## src/rtl/oai22_gate.sv

```systemverilog
// OAI22 cell: combinational ~((in0|in1)&(in2|in3)), a registered copy of the
// output, and a saturating count of cycles on which the output was low.
module oai22_gate #(
    parameter int unsigned CNT_W = 16
) (
    input  logic             clk,
    input  logic             reset,
    input  logic             in0,
    input  logic             in1,
    input  logic             in2,
    input  logic             in3,
    output logic             out,
    output logic             out_q,
    output logic [CNT_W-1:0] low_cnt
);

    logic             out_q_d;
    logic             out_q_q;
    logic [CNT_W-1:0] low_cnt_d;
    logic [CNT_W-1:0] low_cnt_q;

    // Pure function of the inputs; deliberately independent of reset and state.
    assign out = ~((in0 | in1) & (in2 | in3));

    always_comb begin
        out_q_d   = out;
        low_cnt_d = low_cnt_q;
        if (!out && (low_cnt_q != '1)) begin
            low_cnt_d = low_cnt_q + CNT_W'(1);
        end
    end

    // Reset value of out_q matches the OAI22 result for all-zero inputs.
    always_ff @(posedge clk) begin
        if (!reset) begin
            out_q_q   <= 1'b1;
            low_cnt_q <= '0;
        end else begin
            out_q_q   <= out_q_d;
            low_cnt_q <= low_cnt_d;
        end
    end

    assign out_q   = out_q_q;
    assign low_cnt = low_cnt_q;

endmodule

```

## config.mk

```make
export PLATFORM = sky130hd
export DESIGN_NAME = oai22_gate
export DESIGN_NICKNAME = d
export VERILOG_FILES = /design/src/rtl/oai22_gate.sv
export SDC_FILE = /design/constraint.sdc
export NUM_CORES = 1
export LEC_CHECK = 0
export ABC_AREA = 1
export BUFFER_PORTS_ARGS = -buffer_cell sky130_fd_sc_hd__buf_2
export CORE_ASPECT_RATIO = 1.2
export CORE_MARGIN = 2
export CORE_UTILIZATION = 50
export DETAILED_ROUTE_END_ITERATION = 12
export PLACE_DENSITY = 0.74
export SYNTH_ARGS = -nofsm -noshare
export SYNTH_HDL_FRONTEND = slang
export SYNTH_SLANG_ARGS = --single-unit
```

## constraint.sdc

```tcl
create_clock -name clk -period 1.9 [get_ports clk]
set_input_delay 0.285 -clock clk [delete_from_list [all_inputs] [get_ports clk]]
set_output_delay 0.285 -clock clk [all_outputs]
set_load 0.005 [all_outputs]
```

[After elaboration in Yosys (flattened, before gate mapping)]
Cells that the tools add are included.
Storage, ports and cells
  bits in registers: 17
  logic and storage cells: 9
Cells by class
  add/sub/neg operators: 1
  eq/ne operators: 1
  bitwise operators: 4
  reductions and logical operators: 1
Operators by type and width (count)
  $add A16 B1 Y16 const B: 1
  $ne A16 B16 Y1 const B: 1
  $or A1 B1 Y1: 2
  $and A1 B1 Y1: 1
  $logic_and A1 B1 Y1: 1
  $not A1 Y1: 1

[Longest topological paths before layout]
Gate-level depths: netlist (run 1).
  depth in word-level cells: 3
  gate-level depth with buffers: 10
  depth with buffers taken out: 10

[Worst setup path after synthesis (run 1)]
Ideal clock, no wire load.
  kind: reg-to-reg
  start point: register low_cnt_q[0], in the netlist low_cnt[0]
  end point: register low_cnt_q[7], in the netlist low_cnt[7]
  setup time: 0.115 ns
  arrival: 1.284 ns
  setup slack: 0.501 ns
  cell stages (with the launch flop): 8
  cell sequence: dfxtp_1 -> ha_1 -> inv_2 -> nor2_4 -> nand4_4 -> buf_6 -> a21oi_1 -> nor2_1
On the way
  word-level cells in the longest chain between the ends: 2
  elaborated cells between the ends (all ways): 3
  classes of those cells: 1 x add/sub; 1 x eq/ne; 1 x reduce/logical
RTL lines
  from (decl): RTL line 20  | logic [CNT_W-1:0] low_cnt_q;
  from (signal assigned): RTL line 40  | low_cnt_q <= low_cnt_d;
  parallel branches: the longest is 2 deep, another holds $add A16 B1 Y16
Parallel ways; which one is timed is not known.
A chain may end at the register's enable or synchronous reset.

[Worst setup path in the final report (run 1)]
  start point: register low_cnt_q[0], in the netlist low_cnt[0]
  end point: register low_cnt_q[13], in the netlist low_cnt[13]
Same word-level chain as after synthesis.

==> impl_metrics.env, run 1 <==
export IMPL_route_detailed_drc=0
export IMPL_max_slew_margin_rel_pct=79.9
export IMPL_cap_violations=0
export IMPL_place_gp_congestion=0.872
export IMPL_firstDrtPassIters=4
export IMPL_hold_end="out_q$_SDFF_PN1_"
export IMPL_synth_seq_area_share_pct=31.7
export IMPL_numPortBuffers=23
export IMPL_finalNetCount=199
export IMPL_power_density_nw_per_um2=512
export IMPL_period_share_pct=78.8
export IMPL_tns_ps=0
export IMPL_status="finished, final reports clean"
export IMPL_finalWirelength_mm=2.30
export IMPL_cts_buffers=3
export IMPL_grt_pass1_wl_mm=3.81
export IMPL_netlist_area_um2=1070
export IMPL_dpl_cell_area_um2=1210
export IMPL_yosys_warnings=0
export IMPL_rows=18
export IMPL_ir_worst_vdd_uv=419
export IMPL_postCtsHoldBufs=0
export IMPL_skew_ps=2.28
export IMPL_post_cts_setup_buffers=0
export IMPL_p_leak_nw=0.572
export IMPL_critPathSlowestCell="dfxtp_1"
export IMPL_cts_sinks=17
export IMPL_r2r_end="low_cnt[13]$_SDFFE_PN0P_"
export IMPL_coreArea_um2=2050
export IMPL_rrSetupSlack_ps=400
export IMPL_hpwl_mm=1.79
export IMPL_die_y_um=54.7
export IMPL_antenna_found_initial=0
export IMPL_crit_type="reg -> reg"
export IMPL_cp_startpoint="low_cnt[0]$_SDFFE_PN0P_"
export IMPL_regToRegStartpoint="low_cnt[0]$_SDFFE_PN0P_"
export IMPL_vias=1086
export IMPL_start_kind="flop"
export IMPL_path_clk_slew_ps=100
export IMPL_ant_nets=0
export IMPL_viasPerCell=4.91
export IMPL_fin_area_um2=1230
export IMPL_worstHoldStart="reset"
export IMPL_crit_path_end_kind="flop"
export IMPL_slowest_delay_ps=410
export IMPL_ys_seq_elements=17
export IMPL_setup_viol=0
export IMPL_initial_core_util_pct=52.3
export IMPL_track_usage_pct=21.0
export IMPL_clk_latency_ps=300
export IMPL_crit_arrival_ps=1700
export IMPL_wl_per_cell_um=10.4
export IMPL_max_freq_mhz=668
export IMPL_period_minus_slack_ps=1500
export IMPL_cts_tree="yes"
export IMPL_syn_nets=173
export IMPL_worst_path_buf_inv=1
export IMPL_cts_resized=0
export IMPL_rsz0062_at_grt="no"
export IMPL_drive_above_1_share_pct=24.1
export IMPL_yosysUniqueCellTypes=23
export IMPL_root_buffer="clkbuf_4"
export IMPL_path_delay_family="simple AND/OR/NAND/NOR gates"
export IMPL_crit_chain="ha_1, inv_2, nor2_4, nand4_4, a21oi_1, nor2_1"
export IMPL_hold_depth=2
export IMPL_die_width_um=46.3
export IMPL_cts_max_level=1
export IMPL_grt_overflow_total=0
export IMPL_synth_cells=166
export IMPL_syn2layout_area_growth_pct=15.2
export IMPL_insertedDiodeCount=0
export IMPL_ios=24
export IMPL_cts_buffer_depth=2
export IMPL_cp_max_fo=15
export IMPL_ff2ff_path_depth=6
export IMPL_drt_iter0_markers=5
export IMPL_hold_viol=0
export IMPL_grt_pass1_vias=910
export IMPL_die_area_um2=2530
export IMPL_critPathRequiredTime_ps=2100
export IMPL_syn_avg_cell_area_um2=6.46
export IMPL_tightest_slew_ps=302
export IMPL_slew_viol_final=0
export IMPL_hp_class="in -> reg"
export IMPL_grt_max_degree=18
## registers in the layout (all words and copies together), names as in the netlist
name,count
low_cnt,16
out_q,1
## cell families (layout without fill, tap and decap cells)
logic type	Yosys count	in the layout	synth area share, %
xor+xnor	1	1	0.817
simple gates	116	116	52.4
flops	17	17	31.7
buf+inv	20	45	8.52
fa+ha+maj	1	1	1.17
compound gates	11	11	5.37
## routing by layer
layer  GRT usage, %  up-vias  wire length (um)
met5              0        -                 0
met3           3.96        5                59
met4           8.57        0                31
met2           36.8       22              1180
met1           24.6      493              1030
li1               -      566                 -
## layout by cell type, fill, tap and decap left out
cell / Yosys / final
nor2_1: 43 / 43
nand2_1: 38 / 38
buf_2: 1 / 23
dfxtp_1: 17 / 17
nand3_1: 15 / 15
inv_1: 12 / 12
a21oi_1: 9 / 9
nand2_2: 5 / 5
nor2_4: 5 / 5
nand3b_1: 4 / 4
inv_2: 3 / 3
clkbuf_4: 0 / 3
nand3_2: 2 / 2
buf_4: 2 / 2
nand2_4: 1 / 1
clkinv_1: 1 / 1
nand4_4: 1 / 1
nor2_2: 1 / 1
o21ai_0: 1 / 1
and3_1: 1 / 1
xnor2_1: 1 / 1
a21boi_1: 1 / 1
ha_1: 1 / 1
clkbuf_1: 0 / 1
## worst max-delay path by stage
stage / endpoint / slack (ps) / cells past startpoint
after floorplan: low_cnt[7]$_SDFFE_PN0P_ / 500 / 7
after global placement: low_cnt[7]$_SDFFE_PN0P_ / 450 / 6
after detailed placement: low_cnt[9]$_SDFFE_PN0P_ / 420 / 6
after CTS: low_cnt[9]$_SDFFE_PN0P_ / 400 / 6
after global routing: low_cnt[13]$_SDFFE_PN0P_ / 260 / 7
final: low_cnt[13]$_SDFFE_PN0P_ / 400 / 6
## power breakdown
part           internal, mW  switching (mW)
registers             0.363         0.00695
logic                0.0272          0.0331
clock network        0.0818           0.120
total                 0.472           0.161
## stage by stage
step / std cells / hold WS, ps / util, % / setup WS (ps) / power (mW)
4_1_cts: 221 / 326 / 60.3 / 400 / 0.633
3_3_place_gp: 217 / 503 / 59.0 / 449 / 0.437
5_1_grt: 221 / 316 / 60.3 / 263 / 0.663
6_report: 221 / 309 / 60.3 / 403 / 0.633
2_1_floorplan: 166 / 502 / - / 501 / 0.417
3_5_place_dp: 217 / 526 / 59.0 / 416 / 0.439
## synth_stat cells, drive strengths merged
library cell	instances	area, um^2
nand4	1	21.3
xnor2	1	8.76
nor2	49	224
a21oi	9	45.0
nand2	44	185
buf	4	31.3
ha	1	12.5
a21boi	1	7.51
nand3b	4	30.0
clkinv	1	3.75
inv	15	56.3
o21ai	1	5.00
and3	1	6.26
dfxtp	17	340
nand3	17	95.1
## worst reg2reg max path, stage by stage, from the launching register on
cell and delay [ps]:
dfxtp_1 410, ha_1 280, inv_2 70, nor2_4 140, nand4_4 240, a21oi_1 210
nor2_1 60
## layout make-up
type	instances	area, um^2
well taps	30	37.5
fillers	209	815
inverters	16	60.1
clock buffers	4	26.3
repair buffers	25	130
flip-flops and latches	17	340
multi-input cells	129	641
Power figures use the tool's default switching activity.
==> inputs of run 2 (changes only) <==
- clock period: 1.9 -> 1.5 ns (I/O delays scaled with it)
==> run 2 against run 1 <==
Clock-buffer cell count did not move. Clock skew is 3.4 ps higher. Flip-flop and latch count unchanged. Sequential share of layout area down 0.69 points. Die area did not move. Final cell count is 1.4% higher. Utilization up 1.8 points. Non-clock buffer count is 2 higher. Total power rose by 27%.
==> impl_metrics.env, run 2 (synthesis results as in run 1) <==
export IMPL_status="finished, final reports clean"
export IMPL_largest_register_ff_count=16
export IMPL_finalNetCount=202
export IMPL_drt_iter0_markers=28
export IMPL_cts_tree="yes"
export IMPL_cap_violations=0
export IMPL_period_minus_slack_ps=1430
export IMPL_period_share_pct=95.1
export IMPL_root_buffer="clkbuf_4"
export IMPL_numPortBuffers=23
export IMPL_antenna_found_initial=0
export IMPL_cts_buffers=3
export IMPL_cts_max_level=1
export IMPL_rows=18
export IMPL_die_area_um2=2530
export IMPL_route_detailed_drc=0
export IMPL_coreArea_um2=2050
export IMPL_ff2ff_path_depth=6
export IMPL_max_freq_mhz=701
export IMPL_dpl_cell_area_um2=1220
export IMPL_start_kind="flop"
export IMPL_p_leak_nw=0.591
export IMPL_skew_ps=5.71
export IMPL_finalWirelength_mm=2.39
export IMPL_cts_sinks=17
export IMPL_grt_pass1_vias=1006
export IMPL_grt_pass1_wl_mm=4.00
export IMPL_r2r_end="low_cnt[9]$_SDFFE_PN0P_"
export IMPL_cp_startpoint="low_cnt[1]$_SDFFE_PN0P_"
export IMPL_rrSetupSlack_ps=70
export IMPL_syn2layout_area_growth_pct=18.6
export IMPL_hold_viol=0
export IMPL_crit_type="reg -> reg"
export IMPL_fin_area_um2=1270
export IMPL_crit_arrival_ps=1630
export IMPL_ant_nets=0
export IMPL_layout_common_cells="nor2_1, nand2_1, buf_2"
export IMPL_critPathRequiredTime_ps=1700
export IMPL_regToRegStartpoint="low_cnt[1]$_SDFFE_PN0P_"
export IMPL_ir_worst_vdd_uv=473
export IMPL_setup_viol=0
export IMPL_insertedDiodeCount=0
export IMPL_drive_above_1_share_pct=27.3
export IMPL_power_density_nw_per_um2=631
export IMPL_grt_max_degree=18
export IMPL_rsz0062_at_grt="yes"
export IMPL_grt_busiest_layer="met2"
export IMPL_crit_path_end="low_cnt[9]$_SDFFE_PN0P_"
export IMPL_hold_depth=2
export IMPL_firstDrtPassIters=4
export IMPL_viasPerCell=5.01
export IMPL_cp_max_fo=7
export IMPL_tightest_slew_ps=307
export IMPL_clk_latency_ps=290
export IMPL_cts_buffer_depth=2
export IMPL_p_total_mw=0.802
export IMPL_fillCellCount=207
export IMPL_post_cts_setup_buffers=0
export IMPL_wl_per_cell_um=10.7
export IMPL_postCtsHoldBufs=0
export IMPL_die_y_um=54.7
export IMPL_die_width_um=46.3
export IMPL_met3_usage_pct=2.97
export IMPL_max_slew_margin_rel_pct=79.5
export IMPL_final_common_cell="nor2_1"
export IMPL_grtUsageMet2_pct=40.5
export IMPL_path_clk_slew_ps=100
export IMPL_grt_overflow_total=0
export IMPL_cts_resized=0
export IMPL_track_usage_pct=21.8
export IMPL_place_gp_congestion=0.870
export IMPL_hp_class="in -> reg"
export IMPL_grtUsageMet1_pct=24.1
export IMPL_initial_core_util_pct=52.3
export IMPL_crit_path_end_kind="flop"
export IMPL_slew_viol_final=0
export IMPL_ios=24
export IMPL_hpwl_mm=1.82
export IMPL_vias=1123
[run 2: critical path, cell delays in order (launching register included)]
cell	delay, ps
dfxtp_1	360
ha_2	240
inv_2	60
nor2_4	160
nand4_2	230
a21oi_1	220
nor2_1	60
[run 2: power breakdown]
part	switching [mW]	internal, mW
logic	0.0464	0.0416
clock network	0.145	0.104
registers	0.00580	0.460
[run 2: worst min-delay path by stage]
| stage | start | endpoint |
|---|---|---|
| 2_1_floorplan | low_cnt[14]$_SDFFE_PN0P_ | low_cnt[14]$_SDFFE_PN0P_ |
| 3_3_place_gp | low_cnt[4]$_SDFFE_PN0P_ | low_cnt[4]$_SDFFE_PN0P_ |
| 3_5_place_dp | low_cnt[14]$_SDFFE_PN0P_ | low_cnt[14]$_SDFFE_PN0P_ |
| 4_1_cts | reset | out_q$_SDFF_PN1_ |
| 5_1_grt | reset | out_q$_SDFF_PN1_ |
| 6_report | reset | out_q$_SDFF_PN1_ |
[run 2: cell type report]
type                            count  area [um^2]  area share, %
Timing Repair Buffer               27          145           11.4
Multi-Input combinational cell    130          661           52.0
Clock buffer                        4         26.3           2.07
Sequential cell                    17          342           26.9
Inverter                           16         60.1           4.72
Tap cell                           30         37.5           2.95
[run 2: routing by layer]
metal | vias to the layer above | routed length, um
li1 | 577 | -
met4 | 0 | 36
met2 | 34 | 1250
met1 | 507 | 1020
met5 | - | 0
met3 | 5 | 95
[run 2: per-stage QoR]
| step | worst slack (ps) | instances | utilization (%) | TNS (ps) | hold slack (ps) |
|---|---|---|---|---|---|
| after floorplan | 101 | 166 | - | 0 | 502 |
| after global placement | 116 | 219 | 59.7 | 0 | 515 |
| after detailed placement | 50.6 | 219 | 59.7 | 0 | 526 |
| after CTS | 29.0 | 223 | 61.0 | 0 | 256 |
| after global routing | -19.8 | 224 | 62.0 | -47.6 | 258 |
| final | 73.9 | 224 | 62.0 | 0 | 250 |
